--- config.mk ---
export PLATFORM = sky130hd
export DESIGN_NAME = rv32i_accel_issue_queue_flat
export DESIGN_NICKNAME = d
export VERILOG_FILES = /design/src/rtl/rv32i_accel_issue_queue_if.sv /design/src/rtl/rv32i_accel_issue_queue.sv /design/src/flat_wrapper.sv
export SDC_FILE = /design/constraint.sdc
export NUM_CORES = 1
export LEC_CHECK = 0
export ABC_AREA = 1
export CORE_MARGIN = 4
export CORE_UTILIZATION = 53
export CTS_CLUSTER_SIZE = 14
export DETAILED_ROUTE_END_ITERATION = 10
export GPL_ROUTABILITY_DRIVEN = 0
export HOLD_SLACK_MARGIN = 0.1
export PLACE_DENSITY = 0.85
export SLEW_MARGIN = 20
export SYNTH_ARGS = -nofsm -noshare
export SYNTH_HDL_FRONTEND = slang
export SYNTH_SLANG_ARGS = --single-unit
--- constraint.sdc ---
create_clock -name clk -period 6.7 [get_ports clk]
set_clock_uncertainty 0.05 [all_clocks]
set_input_delay 1.34 -clock clk [delete_from_list [all_inputs] [get_ports clk]]
set_output_delay 1.34 -clock clk [all_outputs]
set_load 0.01 [all_outputs]
--- src/rtl/rv32i_accel_issue_queue_if.sv ---
// rtl/rv32i_accel_issue_queue_if.sv - CPU, accelerator and writeback signal bundle for the accelerator issue queue
interface rv32i_accel_issue_queue_if #(
  parameter int CNT_W = 3
);
  logic             cpu_valid;
  logic             cpu_ready;
  logic [31:0]      cpu_instr;
  logic [31:0]      cpu_rs1_val;
  logic [31:0]      cpu_rs2_val;
  logic [4:0]       cpu_rd;
  logic             acc_instr_valid;
  logic             acc_instr_ready;
  logic [31:0]      acc_instr;
  logic [31:0]      acc_rs1_val;
  logic [31:0]      acc_rs2_val;
  logic [4:0]       acc_rd_addr;
  logic             acc_rd_we;
  logic [4:0]       acc_rd_waddr;
  logic [31:0]      acc_rd_wdata;
  logic             wb_we;
  logic [4:0]       wb_waddr;
  logic [31:0]      wb_wdata;
  logic [31:0]      pending_rd;
  logic [CNT_W-1:0] q_count;
  logic             err_illegal;
  logic             err_spurious;

  modport slave (
    input  cpu_valid, cpu_instr, cpu_rs1_val, cpu_rs2_val, cpu_rd,
    input  acc_instr_ready, acc_rd_we, acc_rd_waddr, acc_rd_wdata,
    output cpu_ready, acc_instr_valid, acc_instr, acc_rs1_val, acc_rs2_val, acc_rd_addr,
    output wb_we, wb_waddr, wb_wdata, pending_rd, q_count, err_illegal, err_spurious
  );

  modport master (
    output cpu_valid, cpu_instr, cpu_rs1_val, cpu_rs2_val, cpu_rd,
    output acc_instr_ready, acc_rd_we, acc_rd_waddr, acc_rd_wdata,
    input  cpu_ready, acc_instr_valid, acc_instr, acc_rs1_val, acc_rs2_val, acc_rd_addr,
    input  wb_we, wb_waddr, wb_wdata, pending_rd, q_count, err_illegal, err_spurious
  );
endinterface

--- src/rtl/rv32i_accel_issue_queue.sv ---
// rtl/rv32i_accel_issue_queue.sv - in-order issue FIFO to the MAC accelerator with rd scoreboard and writeback
module rv32i_accel_issue_queue #(
  parameter int DEPTH = 4,
  parameter int CNT_W = $clog2(DEPTH + 1)
) (
  input logic                     clk,
  input logic                     rst,
  rv32i_accel_issue_queue_if.slave bus
);
  localparam int PTR_W = $clog2(DEPTH);
  localparam logic [CNT_W-1:0] FULL_CNT = CNT_W'(DEPTH);

  logic [31:0]      instr_q [DEPTH];
  logic [31:0]      rs1_q   [DEPTH];
  logic [31:0]      rs2_q   [DEPTH];
  logic [4:0]       rd_q    [DEPTH];

  logic [PTR_W-1:0] wr_ptr_q, wr_ptr_d;
  logic [PTR_W-1:0] rd_ptr_q, rd_ptr_d;
  logic [CNT_W-1:0] count_q, count_d;
  logic [31:0]      pending_q, pending_d;
  logic             wb_we_q, wb_we_d;
  logic [4:0]       wb_waddr_q, wb_waddr_d;
  logic [31:0]      wb_wdata_q, wb_wdata_d;
  logic             err_illegal_q, err_illegal_d;
  logic             err_spurious_q, err_spurious_d;

  logic [6:0] opcode, funct7;
  logic [2:0] funct3;
  logic       is_accel, is_rdop, full, rd_hazard, cpu_ready, accept, enq, deq;

  always_comb begin
    opcode    = bus.cpu_instr[6:0];
    funct3    = bus.cpu_instr[14:12];
    funct7    = bus.cpu_instr[31:25];
    is_accel  = (opcode == 7'h33) && (funct7 == 7'h01) && (funct3 <= 3'b100);
    is_rdop   = is_accel && ((funct3 == 3'b011) || (funct3 == 3'b100));
    full      = (count_q == FULL_CNT);
    // A second CRD/STAT to a register still awaiting its result would race the writeback.
    rd_hazard = is_rdop && (bus.cpu_rd != 5'd0) && pending_q[bus.cpu_rd];
    cpu_ready = !full && !rd_hazard;
    accept    = bus.cpu_valid && cpu_ready;
    enq       = accept && is_accel;
    deq       = (count_q != '0) && bus.acc_instr_ready;
  end

  always_comb begin
    wr_ptr_d = enq ? wr_ptr_q + PTR_W'(1) : wr_ptr_q;
    rd_ptr_d = deq ? rd_ptr_q + PTR_W'(1) : rd_ptr_q;
    count_d  = count_q;
    if (enq && !deq) begin
      count_d = count_q + CNT_W'(1);
    end else if (!enq && deq) begin
      count_d = count_q - CNT_W'(1);
    end

    pending_d = pending_q;
    if (bus.acc_rd_we) begin
      pending_d[bus.acc_rd_waddr] = 1'b0;
    end
    if (enq && is_rdop && (bus.cpu_rd != 5'd0)) begin
      pending_d[bus.cpu_rd] = 1'b1;
    end
    pending_d[0] = 1'b0;

    // Address/data only move on a real write so they hold across idle and x0 cycles.
    wb_we_d    = bus.acc_rd_we && (bus.acc_rd_waddr != 5'd0);
    wb_waddr_d = wb_we_d ? bus.acc_rd_waddr : wb_waddr_q;
    wb_wdata_d = wb_we_d ? bus.acc_rd_wdata : wb_wdata_q;

    err_illegal_d  = accept && !is_accel;
    err_spurious_d = bus.acc_rd_we && (bus.acc_rd_waddr != 5'd0) && !pending_q[bus.acc_rd_waddr];
  end

  always_ff @(posedge clk or posedge rst) begin
    if (rst) begin
      wr_ptr_q       <= '0;
      rd_ptr_q       <= '0;
      count_q        <= '0;
      pending_q      <= '0;
      wb_we_q        <= 1'b0;
      wb_waddr_q     <= '0;
      wb_wdata_q     <= '0;
      err_illegal_q  <= 1'b0;
      err_spurious_q <= 1'b0;
    end else begin
      wr_ptr_q       <= wr_ptr_d;
      rd_ptr_q       <= rd_ptr_d;
      count_q        <= count_d;
      pending_q      <= pending_d;
      wb_we_q        <= wb_we_d;
      wb_waddr_q     <= wb_waddr_d;
      wb_wdata_q     <= wb_wdata_d;
      err_illegal_q  <= err_illegal_d;
      err_spurious_q <= err_spurious_d;
    end
  end

  always_ff @(posedge clk) begin
    if (enq) begin
      instr_q[wr_ptr_q] <= bus.cpu_instr;
      rs1_q[wr_ptr_q]   <= bus.cpu_rs1_val;
      rs2_q[wr_ptr_q]   <= bus.cpu_rs2_val;
      rd_q[wr_ptr_q]    <= bus.cpu_rd;
    end
  end

  assign bus.cpu_ready       = cpu_ready;
  assign bus.acc_instr_valid = (count_q != '0);
  assign bus.acc_instr       = instr_q[rd_ptr_q];
  assign bus.acc_rs1_val     = rs1_q[rd_ptr_q];
  assign bus.acc_rs2_val     = rs2_q[rd_ptr_q];
  assign bus.acc_rd_addr     = rd_q[rd_ptr_q];
  assign bus.wb_we           = wb_we_q;
  assign bus.wb_waddr        = wb_waddr_q;
  assign bus.wb_wdata        = wb_wdata_q;
  assign bus.pending_rd      = pending_q;
  assign bus.q_count         = count_q;
  assign bus.err_illegal     = err_illegal_q;
  assign bus.err_spurious    = err_spurious_q;
endmodule

--- src/flat_wrapper.sv ---
// flat-port wrapper written by rule: the top's interface ports become plain ports
module rv32i_accel_issue_queue_flat 
#(
  parameter int DEPTH = 4,
  parameter int CNT_W = $clog2(DEPTH + 1)
)
  (clk, rst, bus_cpu_valid, bus_cpu_instr, bus_cpu_rs1_val, bus_cpu_rs2_val, bus_cpu_rd, bus_acc_instr_ready, bus_acc_rd_we, bus_acc_rd_waddr, bus_acc_rd_wdata, bus_cpu_ready, bus_acc_instr_valid, bus_acc_instr, bus_acc_rs1_val, bus_acc_rs2_val, bus_acc_rd_addr, bus_wb_we, bus_wb_waddr, bus_wb_wdata, bus_pending_rd, bus_q_count, bus_err_illegal, bus_err_spurious);
  rv32i_accel_issue_queue_if #(.CNT_W(CNT_W)) bus_i ();
  input logic clk;
  input logic rst;
  input wire logic [$bits(bus_i.cpu_valid)-1:0] bus_cpu_valid;
  input wire logic [$bits(bus_i.cpu_instr)-1:0] bus_cpu_instr;
  input wire logic [$bits(bus_i.cpu_rs1_val)-1:0] bus_cpu_rs1_val;
  input wire logic [$bits(bus_i.cpu_rs2_val)-1:0] bus_cpu_rs2_val;
  input wire logic [$bits(bus_i.cpu_rd)-1:0] bus_cpu_rd;
  input wire logic [$bits(bus_i.acc_instr_ready)-1:0] bus_acc_instr_ready;
  input wire logic [$bits(bus_i.acc_rd_we)-1:0] bus_acc_rd_we;
  input wire logic [$bits(bus_i.acc_rd_waddr)-1:0] bus_acc_rd_waddr;
  input wire logic [$bits(bus_i.acc_rd_wdata)-1:0] bus_acc_rd_wdata;
  output wire logic [$bits(bus_i.cpu_ready)-1:0] bus_cpu_ready;
  output wire logic [$bits(bus_i.acc_instr_valid)-1:0] bus_acc_instr_valid;
  output wire logic [$bits(bus_i.acc_instr)-1:0] bus_acc_instr;
  output wire logic [$bits(bus_i.acc_rs1_val)-1:0] bus_acc_rs1_val;
  output wire logic [$bits(bus_i.acc_rs2_val)-1:0] bus_acc_rs2_val;
  output wire logic [$bits(bus_i.acc_rd_addr)-1:0] bus_acc_rd_addr;
  output wire logic [$bits(bus_i.wb_we)-1:0] bus_wb_we;
  output wire logic [$bits(bus_i.wb_waddr)-1:0] bus_wb_waddr;
  output wire logic [$bits(bus_i.wb_wdata)-1:0] bus_wb_wdata;
  output wire logic [$bits(bus_i.pending_rd)-1:0] bus_pending_rd;
  output wire logic [$bits(bus_i.q_count)-1:0] bus_q_count;
  output wire logic [$bits(bus_i.err_illegal)-1:0] bus_err_illegal;
  output wire logic [$bits(bus_i.err_spurious)-1:0] bus_err_spurious;
  assign bus_i.cpu_valid = bus_cpu_valid;
  assign bus_i.cpu_instr = bus_cpu_instr;
  assign bus_i.cpu_rs1_val = bus_cpu_rs1_val;
  assign bus_i.cpu_rs2_val = bus_cpu_rs2_val;
  assign bus_i.cpu_rd = bus_cpu_rd;
  assign bus_i.acc_instr_ready = bus_acc_instr_ready;
  assign bus_i.acc_rd_we = bus_acc_rd_we;
  assign bus_i.acc_rd_waddr = bus_acc_rd_waddr;
  assign bus_i.acc_rd_wdata = bus_acc_rd_wdata;
  assign bus_cpu_ready = bus_i.cpu_ready;
  assign bus_acc_instr_valid = bus_i.acc_instr_valid;
  assign bus_acc_instr = bus_i.acc_instr;
  assign bus_acc_rs1_val = bus_i.acc_rs1_val;
  assign bus_acc_rs2_val = bus_i.acc_rs2_val;
  assign bus_acc_rd_addr = bus_i.acc_rd_addr;
  assign bus_wb_we = bus_i.wb_we;
  assign bus_wb_waddr = bus_i.wb_waddr;
  assign bus_wb_wdata = bus_i.wb_wdata;
  assign bus_pending_rd = bus_i.pending_rd;
  assign bus_q_count = bus_i.q_count;
  assign bus_err_illegal = bus_i.err_illegal;
  assign bus_err_spurious = bus_i.err_spurious;
  rv32i_accel_issue_queue #(.DEPTH(DEPTH), .CNT_W(CNT_W)) u_core (.clk(clk), .rst(rst), .bus(bus_i));
endmodule
* After elaboration in Yosys (flattened, before gate mapping) *
Memory sizes are Yosys's and may differ from the RTL's.
Index checks and enable logic that the tools add are counted.

cells by class
  add/sub/neg operators = 4
  order comparisons = 5
  eq/ne operators = 5
  muxes and demuxes = 14
  bitwise logic cells = 3
  reductions and logical operators = 29

operators by type and width
  cell                                                                          number
  32-bit two-way mux                                                            2
  32-bit AND                                                                    1
  32-bit inverter                                                               1
  32-bit bitwise OR                                                             1
  1-bit logical AND                                                             18
  5-bit by 6-bit less-than comparator with 1-bit output, second input constant  2
  1-bit binary-select mux with 5-bit select                                     2
  1-bit demux with 5-bit select                                                 2
  5-bit by 1-bit >= comparator with 1-bit output, second input constant         2
  5-bit nonzero test                                                            2
  7-bit by 1-bit equality test with 1-bit output, second input constant         1
  7-bit by 6-bit equality test with 1-bit output, second input constant         1
  3-bit equality test, second input constant                                    2
  1-bit zero test                                                               6
  1-bit two-way mux                                                             6
  3-bit two-way mux                                                             2
  2-bit by 1-bit adder with 2-bit output, second input constant                 2
  3-bit by 1-bit adder with 3-bit output, second input constant                 1
  3-bit by 2-bit equality test with 1-bit output, second input constant         1
  3-bit <= comparator, second input constant                                    1
  3-bit nonzero test                                                            1
  3-bit by 1-bit subtractor with 3-bit output, second input constant            1
  2-bit nonzero test                                                            1
  1-bit logical OR                                                              1

storage, ports and cells
  register bits after elaboration = 78
  memory bits (writable) = 404
  bits of input ports = 143
  output and inout port bits = 178
  memories kept = 4

memories
  memory          words  bits a word  rd ports  clocked after memory_dff  wr ports  line                           RTL
  u_core.instr_q  4      32           1         0                         1         rv32i_accel_issue_queue.sv:13  logic [31:0] instr_q [DEPTH];
  u_core.rs1_q    4      32           1         0                         1         rv32i_accel_issue_queue.sv:14  logic [31:0] rs1_q [DEPTH];
  u_core.rs2_q    4      32           1         0                         1         rv32i_accel_issue_queue.sv:15  logic [31:0] rs2_q [DEPTH];
  u_core.rd_q     4      5            1         0                         1         rv32i_accel_issue_queue.sv:16  logic [4:0] rd_q [DEPTH];

* Logic depth before layout (Yosys ltp) *
Gate-level depths: netlist (run 1).

  depth in word-level cells = 14
  depth in mapped cells = 20
  depth with buffers taken out = 18

* Worst setup path before layout (run 1) *
No wires, ideal clock.

  path type = in2reg
  start point = input bus_cpu_rd[0]
  end point = memory u_core.instr_q[0][0] (enable)
  setup time = 0.562 ns
  arrival = 6.603 ns
  required time = 6.088 ns
  setup slack = -0.515 ns
  stages = 13
  path buffers = 2
  cells stage by stage = buf_4 inv_2 buf_4 nand2_1 nand2_1 nand2_1 nand2_1 nand2_1 nand2_1 nor2_1 nand3_2 nand4_1 nor2_1

on the way
  word-level cells in the longest chain between the ends = 9
  elaborated cells between the ends (all ways) = 11

RTL lines
  element                                                                          line                            RTL
  start: declaration                                                               flat_wrapper.sv:15              input wire logic [$bits(bus_i.cpu_rd)-1:0] bus_cpu_rd;
  1-bit binary-select mux with 5-bit select or 5-bit nonzero test (tied branches)  rv32i_accel_issue_queue.sv:40   rd_hazard = is_rdop && (bus.cpu_rd != 5'd0) && pending_q[bus.cpu_rd];
  1-bit two-way mux (not written as such) or 1-bit logical AND (tied branches)     rv32i_accel_issue_queue.sv:40
  1-bit logical AND *                                                              rv32i_accel_issue_queue.sv:40
  1-bit zero test *                                                                rv32i_accel_issue_queue.sv:41   cpu_ready = !full && !rd_hazard;
  1-bit logical AND *                                                              rv32i_accel_issue_queue.sv:41
  1-bit logical AND *                                                              rv32i_accel_issue_queue.sv:42   accept = bus.cpu_valid && cpu_ready;
  1-bit logical AND *                                                              rv32i_accel_issue_queue.sv:43   enq = accept && is_accel;
  1-bit two-way mux *                                                              rv32i_accel_issue_queue.sv:100  if (enq) begin
  1-bit two-way mux (not written as such) *                                        rv32i_accel_issue_queue.sv:101  instr_q[wr_ptr_q] <= bus.cpu_instr;
  end: declaration                                                                 rv32i_accel_issue_queue.sv:13

Mark *: on every way between the ends. The rest lies on a longest branch, timed or not. The select of a mux whose other input is x is not followed.

* Final worst setup path (run 1) *
  start point = input bus_cpu_rd[0]
  end point = output bus_cpu_ready

on the way
  word-level cells in the longest chain between the ends = 5
  elaborated cells between the ends (all ways) = 7

RTL lines
  element                                                                          line                           RTL
  1-bit binary-select mux with 5-bit select or 5-bit nonzero test (tied branches)  rv32i_accel_issue_queue.sv:40
  1-bit two-way mux (not written as such) or 1-bit logical AND (tied branches)     rv32i_accel_issue_queue.sv:40
  1-bit logical AND *                                                              rv32i_accel_issue_queue.sv:40
  1-bit zero test *                                                                rv32i_accel_issue_queue.sv:41
  1-bit logical AND *                                                              rv32i_accel_issue_queue.sv:41
  end: declaration                                                                 flat_wrapper.sv:20             output wire logic [$bits(bus_i.cpu_ready)-1:0] bus_cpu_ready;

Marked as above.

==> results of run 1 <==
==> worst min path at each step <==
| stage | startpoint | endpoint | cells after the start |
|---|---|---|---|
| after floorplan | u_core.wr_ptr_q[1] | u_core.wr_ptr_q[1] | 2 |
| after global placement | u_core.bus.wb_waddr[1] | u_core.bus.wb_waddr[1] | 2 |
| after detailed placement | u_core.bus.wb_wdata[13] | u_core.bus.wb_wdata[13] | 2 |
| after CTS | u_core.bus.wb_wdata[7] | u_core.bus.wb_wdata[7] | 2 |
| after global routing | u_core.bus.wb_wdata[7] | u_core.bus.wb_wdata[7] | 2 |
| final | u_core.bus.wb_wdata[7] | u_core.bus.wb_wdata[7] | 2 |
==> stage by stage <==
step,TNS [ns],std cells,power (mW),hold slack [ns],utilization
global placement,0,2242,6.19,0.407,0.639
CTS,0,2327,8.72,0.432,0.680
detailed placement,0,2242,6.26,0.414,0.639
global route,0,2328,9.06,0.454,0.680
floorplan,-208.23,1525,4.77,0.449,-
finish,0,2328,8.66,0.430,0.680
==> power by group through the flow <==
| stage | registers, mW | clock network (mW) | logic, mW |
|---|---|---|---|
| finish | 3.38 | 2.47 | 2.82 |
| global route | 3.39 | 2.64 | 3.03 |
| CTS | 3.38 | 2.51 | 2.84 |
| detailed placement | 3.44 | 0 | 2.82 |
| global placement | 3.43 | 0 | 2.76 |
| floorplan | 3.40 | 0 | 1.37 |
==> layout make-up <==
class	instances	area, sq um	area share
Tap cell	461	577	0.0240
Clock inverter	23	158	0.00655
Inverter	63	241	0.0100
Antenna cell	1	2.50	0.000104
Sequential cell	482	14100	0.586
Clock buffer	62	1270	0.0530
Multi-Input combinational cell	898	4330	0.180
Timing Repair Buffer	338	3390	0.141
==> flip-flops by register name, summed over array words and instances, names as in the netlist <==
| name | cells |
|---|---|
| u_core.rs2_q | 128 |
| u_core.bus.wb_wdata | 32 |
| u_core.bus.err_spurious | 1 |
| u_core.bus.pending_rd | 31 |
| u_core.bus.wb_we | 1 |
| u_core.rs1_q | 128 |
| u_core.bus.wb_waddr | 5 |
| u_core.bus.q_count | 3 |
| u_core.bus.err_illegal | 1 |
| u_core.wr_ptr_q | 2 |
| u_core.instr_q | 128 |
| u_core.rd_q | 20 |
| u_core.rd_ptr_q | 2 |
==> logic make-up (layout without fill, tap and decap cells) <==
logic type               count (synthesis)  count (layout)  synth area share
AND/OR/NAND/NOR                        500             500             0.103
flip-flops                             482             482             0.743
AO/OA/AOI/OAI                          388             388             0.118
buffers and inverters                  145             486            0.0309
adder cells (fa/ha/maj)                  6               6           0.00435
XOR/XNOR                                 3               3           0.00139
other                                    1               2          0.000198
==> worst min-delay path, delay by kind of cell (launching register included) <==
family        cells  cell delay (ns)
flops             1             0.34
simple gates      2             0.10
==> metal layers <==
layer | track usage | vias to the layer above
met1 | 0.317 | 6398
met5 | 0 | -
met4 | 0.0804 | 2
met2 | 0.388 | 759
met3 | 0.0626 | 118
li1 | - | 6063
==> layout by cell type, fill, tap and decap left out, types with 5 or more instances in the layout <==
cell type and n:
clkbuf_1 13, dfrtp_1 76, inv_2 5, nand2_1 237, o221ai_1 7, ha_1 5
o21ai_2 30, nor2_1 222, clkinv_1 11, clkbuf_16 49, nor3_1 19, nand3_1 11
a22oi_1 7, buf_4 15, edfxtp_1 404, clkdlybuf4s50_1 319, inv_1 56, clkinv_2 9
o21ai_0 238, o22ai_1 101
==> out/metrics.cfg, run 1 <==
[status]
status=finished, final reports clean

[route]
drc=0
dr_wl_met2_mm=23.0
met3_length_mm=5.32
viasPerCell=5.73
wl_met1_mm=18.2
drt-pass1-iter-count=6
topRoutingLayerUsed=met5
drt_iter0_drc=1258
wirelength_mm=48.1
avgRoutedWirePerCell_microns=20.7
num_vias=13300
ant_nets=0

[timing]
layout_setup_ws_ns=1.22
finalSetupViolCount=0
hold_viol_final=0
max_freq_mhz=182
period_needed_ns=5.48
slew_violations=0
fin_crit_sh=0.818
slew_headroom=0.248
rsz0062_at_grt=no
max_slew.worst_pin.slew_ns=1.13

[power_and_ir_drop]
p_int_mw=5.95
p_clk_frac=0.285
power_density_nw_per_um2=360
p_comb_frac=0.326
power_switching_mw=2.71
p_sw_frac=0.313
vdd_drop_max_uv=293
p_seq_frac=0.390
p_leak_nw=8.42

[min_path]
worstHoldPathType=reg2reg

[yosys]
synthTopCellsByCount=404 x edfxtp_1, 238 x o21ai_0, 237 x nand2_1
ys_warn_count=0
synth_top_area_share=0.640
seq_area_frac_synth=0.743
syn_nets=1674
synthDistinctLibCells=33
ys_seq_elements=482
syn_avg_cell_area_sq_um=12.4
synthArstFlopShare=0.162
synth_edf_count=404
synth_top_flop_cell=edfxtp_1
synth_area_sq_um=19000
synthCells=1525
synth_area_leader_cell=edfxtp_1
synthTopCellsByArea=edfxtp_1 64%, dfrtp_1 10%, o21ai_0 6.3%, nand2_1 4.7%, nor2_1 4.5%
yosysMostFrequentCell=edfxtp_1

[worst_setup_path]
crit_top_cell=nand2_1
cp-start-kind=input port
crit_slowest_cell=clkdlybuf4s50_1
critPathMaxStageDelay_ns=0.97
rr_worst_depth=12
path_cells=clkdlybuf4s50_1 > inv_2 > nand2_1 > nor2_1 > nor2_1 > nand2_1 > nand2_1 > nand2_1 > nor2_1 > nand3_2 > nand2_1 > inv_1 > clkdlybuf4s50_1
regToRegSetupSlack_ns=3.55
worstSetupEndpoint=bus_cpu_ready
r2r-start=u_core.bus.pending_rd[28]
required_ns=5.31
critical_path_cell_count=13
crit_arrival_ns=4.09
r2r-end=u_core.rs2_q[0][1]
cpLargestDelayFamily=buffers and inverters
endpoint_kind=primary output
critPathBufInv=4
path_class=in2out
startpoint=bus_cpu_rd[0]
path_max_fanout=21

[final_layout]
design_area_sq_um=24100
syn2layout_area_growth_pct=26.8
drive_above_1_share=0.0681
num-fill-cells=2429
fin_nets=1979

[global_route]
grt.overflow.total=0
grt_pass1_wl_mm=72.7
antenna_found_initial=2
grt_pass1_vias=13100
grt_usage=0.239
grt_max_degree=134

[clock_network]
clockBufferDepth=3
cts_tree=yes
cts_made_buffers=47
cts_sinks=482
cts_resized=0
hold_buffers=0
htree_levels=2
insertion_delay_ns=0.55
cts.clk_slew.worst_paths_ns=0.06
cts_setup_buffers=0
clock-root-buffer=clkbuf_16

[placed_design]
numPortBuffers=319
place_hpwl_mm=29.9
place_area_sq_um=22600
place_worst_setup_slack_ns=1.31

[die]
dieArea_sq_um=38900
start_util=0.536
fp.dieH_microns=197
rows=69
core_area_sq_um=35400
die_x_microns=197
io_pins=321

[job]
cap_violations=0

Note: power is estimated with default switching activity, not from simulation.
==> inputs of run 2 (changes only) <==
- CORE_UTILIZATION: 53 -> 48
- PLACE_DENSITY: 0.85 -> 0.81
- clock period: 6.7 -> 4.45 ns (I/O delays scaled with it)
==> run 2 against run 1 <==
Effect of this change: total power up 53%; sequential power rose by 48%; critical endpoint unchanged; highest routed layer unchanged; critical path type unchanged; largest power group unchanged; routed wire length is 0.36% lower.
==> out/metrics.cfg, run 2 (synthesis gave the netlist of run 1 again) <==
[route]
viasPerCell=5.53
drt-pass1-iter-count=6
avgRoutedWirePerCell_microns=19.9
num_vias=13300
ant_nets=0
drt_iter0_drc=1195
wirelength_mm=48.0
drc=0

[clock_network]
cts.clk_slew.worst_paths_ns=0.06
insertion_delay_ns=0.56
cts_resized=0
clock-root-buffer=clkbuf_16
cts_setup_buffers=0
cts_sinks=482
htree_levels=2
cts_made_buffers=47
clockBufferDepth=3
cts_tree=yes
hold_buffers=0

[die]
start_util=0.488
io_pins=321
fp.dieH_microns=207
rows=72
dieArea_sq_um=42800
core_area_sq_um=38800
die_x_microns=207

[timing]
rsz0062_at_grt=no
slew_headroom=0.350
slew_violations=0
setup-tns-final_ns=0
hold_viol_final=0
fin_crit_sh=0.918
max_freq_mhz=245
finalSetupViolCount=0
hold_slack_ns=0.429
period_needed_ns=4.09
max_slew.worst_pin.slew_ns=0.974

[global_route]
grt_usage=0.220
grt_pass1_vias=13200
grt.overflow.total=0
grt_pass1_wl_mm=73.1
antenna_found_initial=7
grt_max_degree=88

[worst_setup_path]
path_max_fanout=16
required_ns=3.51
crit_top_cell=nand2_1
path_cells=clkdlybuf4s50_1 > inv_2 > nand2_1 > nor2_1 > nor2_1 > nand2_1 > nand2_1 > nand2_1 > nor2_1 > nand3_2 > nand2_1 > inv_1 > clkdlybuf4s50_1
path_class=in2out
endpoint_kind=primary output
cp-start-kind=input port
crit_arrival_ns=3.15
critPathMaxStageDelay_ns=0.63
crit_slowest_cell=clkdlybuf4s50_1

[final_layout]
drive_above_1_share=0.0821
syn2layout_area_growth_pct=29.1
reg_top3=u_core.instr_q x128, u_core.rs1_q x128, u_core.rs2_q x128
fin_nets=2001
final_cell_mix=404 x edfxtp_1, 319 x clkdlybuf4s50_1, 238 x o21ai_0, 237 x nand2_1, 222 x nor2_1
fin_util=0.631
final_common_cell=edfxtp_1

[placed_design]
numPortBuffers=319
place_hpwl_mm=30.5

[power_and_ir_drop]
p_leak_nw=8.58
power_density_nw_per_um2=540
vdd_drop_max_uv=311

[status]
status=finished, final reports clean

[job]
cap_violations=0

[min_path]
worstHoldPathType=reg2reg

==> run 2: final timing paths <==
path,start,to,slack [ns],depth (start not counted)
setup / recovery,bus_cpu_rd[0],bus_cpu_ready,0.36,13
hold / removal,u_core.bus.wb_wdata[30],u_core.bus.wb_wdata[30],0.43,2
setup reg to reg,u_core.bus.pending_rd[25],u_core.bus.q_count[2],1.99,18
hold reg to reg,u_core.bus.wb_wdata[30],u_core.bus.wb_wdata[30],0.43,2
max in group asynchronous,rst,u_core.bus.pending_rd[8],2.67,3
min in group asynchronous,rst,u_core.bus.wb_wdata[11],0.85,2
==> run 2: cell type report <==
| type | instances | area [sq um] |
|---|---|---|
| clock buffers | 61 | 1260 |
| fillers | 2830 | 14300 |
| diodes | 2 | 5.00 |
| repair buffers | 360 | 3680 |
| multi-input cells | 898 | 4330 |
| inverters | 63 | 243 |
| flip-flops and latches | 482 | 14100 |
| well taps | 518 | 648 |
| clock inverters | 24 | 245 |
==> run 2: per-stage QoR <==
stage	cells	total power [mW]	cell area (sq um)	setup slack (ns)
4_1_cts	2406	13.3	24500	0.355
2_1_floorplan	1525	7.18	19000	-0.690
6_report	2408	13.2	24500	0.364
3_3_place_gp	2321	9.40	23000	0.392
5_1_grt	2407	13.9	24500	0.187
3_5_place_dp	2321	9.51	23000	0.368
==> run 2: metal layers <==
layer / wire, microns / GRT usage / up-vias
li1: - / - / 6119
met1: 19300 / 0.299 / 6413
met2: 22600 / 0.352 / 680
met3: 5070 / 0.0636 / 97
met4: 1030 / 0.0616 / 10
met5: 57 / 0 / -
==> run 2: where the power goes <==
group | switching, mW | internal [mW] | leakage [nW]
clock network | 1.64 | 2.19 | 0.718
logic | 2.46 | 1.92 | 3.23
registers | 0.0545 | 4.96 | 4.63
total | 4.16 | 9.06 | 8.58
==> run 2: critical path, delay by kind of cell <==
family	cells	cell delay [ns]
buf+inv	4	1.37
simple gates	9	0.89
==> inputs of run 3 (changes only) <==
- CTS_CLUSTER_DIAMETER: unset -> 120
- PLACE_DENSITY: 0.81 -> unset
- PLACE_DENSITY_LB_ADDON: unset -> 0.08
- clock period: 4.45 -> 3.36 ns (I/O delays scaled with it)
==> run 3 against run 2 <==
Effect of this change: critical path type is now reg2out; total power rose by 28%; sequential share of layout area fell by 1.5 points; final cell count increased by 1.8%; hold slack worse by 0.0046 ns; flip-flop and latch count unchanged; die area stayed put; count of clock-buffer cells in the layout fell by 6; sequential power is 33% higher; design area up 2.6%; critical endpoint is now bus_acc_instr[22]; utilization grew 1.7 points; worst setup slack worse by 0.26 ns.
==> out/metrics.cfg, run 3 (synthesis gave the netlist of run 1 again) <==
[timing]
max_slew.worst_pin.slew_ns=0.780
rsz0062_at_grt=yes
fin_crit_sh=0.968
finalSetupViolCount=0
slew_headroom=0.478
slew_violations=0
max_freq_mhz=307
hold_viol_final=0
layout_setup_ws_ns=0.107
period_needed_ns=3.25

[route]
ant_nets=0
wl_met1_mm=20.2
avgRoutedWirePerCell_microns=19.8
drt-pass1-iter-count=5
drc=0
dr_wl_met2_mm=23.4
drt_iter0_drc=839
num_vias=13100
viasPerCell=5.35
met3_length_mm=3.80
topRoutingLayerUsed=met5
wirelength_mm=48.6

[worst_setup_path]
endpoint_kind=primary output
required_ns=2.64
cp-start-kind=flop
r2r-start=u_core.bus.pending_rd[31]
startpoint=u_core.rd_ptr_q[1]
path_max_fanout=37
path_class=reg2out
crit_arrival_ns=2.53

[die]
fp.dieH_microns=207
die_x_microns=207
rows=72
io_pins=321
core_area_sq_um=38800
start_util=0.488
dieArea_sq_um=42800

[status]
status=finished, final reports clean

[placed_design]
place_worst_setup_slack_ns=-0.156
place_hpwl_mm=31.4
numPortBuffers=319
place_area_sq_um=23900

[final_layout]
fin_util=0.647
reg_top3=u_core.instr_q x128, u_core.rs1_q x128, u_core.rs2_q x128
multi_input_area_sq_um=4360
syn2layout_area_growth_pct=32.6
fin_nets=2063
num-fill-cells=2956
design_area_sq_um=25100
drive_above_1_share=0.107
final_common_cell=edfxtp_1
seq_area_sq_um=14100
final_cell_mix=404 x edfxtp_1, 314 x clkdlybuf4s50_1, 238 x o21ai_0, 237 x nand2_1, 221 x nor2_1

[clock_network]
cts.clk_slew.worst_paths_ns=0.07
insertion_delay_ns=0.56
clockBufferDepth=3
clock-root-buffer=clkbuf_16
cts_sinks=482
hold_buffers=0
cts_made_buffers=40
htree_levels=2
cts_tree=yes

[power_and_ir_drop]
power_density_nw_per_um2=674
p_seq_frac=0.394
vdd_drop_max_uv=458
power_switching_mw=5.37
p_int_mw=11.6
p_sw_frac=0.317
power.total_mw=16.9
p_comb_frac=0.356
p_leak_nw=8.95
p_clk_frac=0.250

[global_route]
grt_pass1_wl_mm=74.0
grt_usage=0.224
grt_pass1_vias=13000
grt.overflow.total=0
antenna_found_initial=5
grt_max_degree=98

[job]
cap_violations=0

[min_path]
worstHoldPathType=reg2reg
holdCritStartpoint=u_core.bus.wb_waddr[1]

==> run 3: cell count changes in the layout (fill, tap and decap cells not counted), moves of 4 or more <==
cell,delta
buf_12,+29
dlymetal6s2s_1,+4
clkinv_2,-6
clkbuf_16,-5
clkinvlp_4,-5
clkinv_1,-6
buf_4,+33
clkdlybuf4s50_1,-5
==> run 3: final timing paths <==
path	end	slack, ns	depth (start not counted)
worst max-delay path	bus_acc_instr[22]	0.11	5
worst min-delay path	u_core.bus.wb_waddr[1]	0.42	2
worst max register to register	u_core.bus.q_count[2]	0.94	19
worst min register to register	u_core.bus.wb_waddr[1]	0.42	2
max in group asynchronous	u_core.bus.pending_rd[14]	2.14	3
min in group asynchronous	u_core.bus.wb_wdata[27]	0.48	2
==> run 3: layer usage <==
metal | vias to the layer above | global-route usage
met2 | 437 | 0.369
met3 | 77 | 0.0601
met4 | 4 | 0.0685
met5 | - | 0
met1 | 6359 | 0.296
li1 | 6231 | -
==> run 3: power groups by stage <==
stage / logic [mW] / registers, mW / clock network (mW)
after global routing: 6.56 / 6.69 / 4.59
after CTS: 6.10 / 6.67 / 4.36
after global placement: 5.87 / 6.82 / 0
final: 6.02 / 6.68 / 4.23
after detailed placement: 5.93 / 6.82 / 0
after floorplan: 2.74 / 6.77 / 0
==> run 3: cell type report <==
class	instances	area share
sequential	482	0.560
timing repair buffer	429	0.185
multi-input combinational	898	0.174
clock buffer	55	0.0437
tap	518	0.0258
inverter	63	0.0103
clock inverter	2	0.000995
antenna	4	0.000398
==> run 3: stage by stage <==
stage / std cells / hold slack [ns] / setup TNS, ns
after global placement: 2387 / 0.408 / -0.373
after floorplan: 1525 / 0.449 / -222.06
final: 2451 / 0.424 / 0
after global routing: 2450 / 0.451 / -0.0233
after CTS: 2447 / 0.423 / -0.0303
after detailed placement: 2387 / 0.407 / -0.391
==> run 3: timing repair <==
action                                  CTS  global route
cloned                                    1             0
pin swaps                                 1             0
buffers inserted                          2             0
endpoints found under the setup margin   43            52
gates resized for setup                   9            12
==> run 3: worst max-delay path, stage by stage, from the launching register on <==
cell             delay [ns]
dfrtp_4                0.59
inv_4                  0.17
buf_16                 0.23
o21ai_0                0.13
o22ai_1                0.24
clkdlybuf4s50_1        0.60
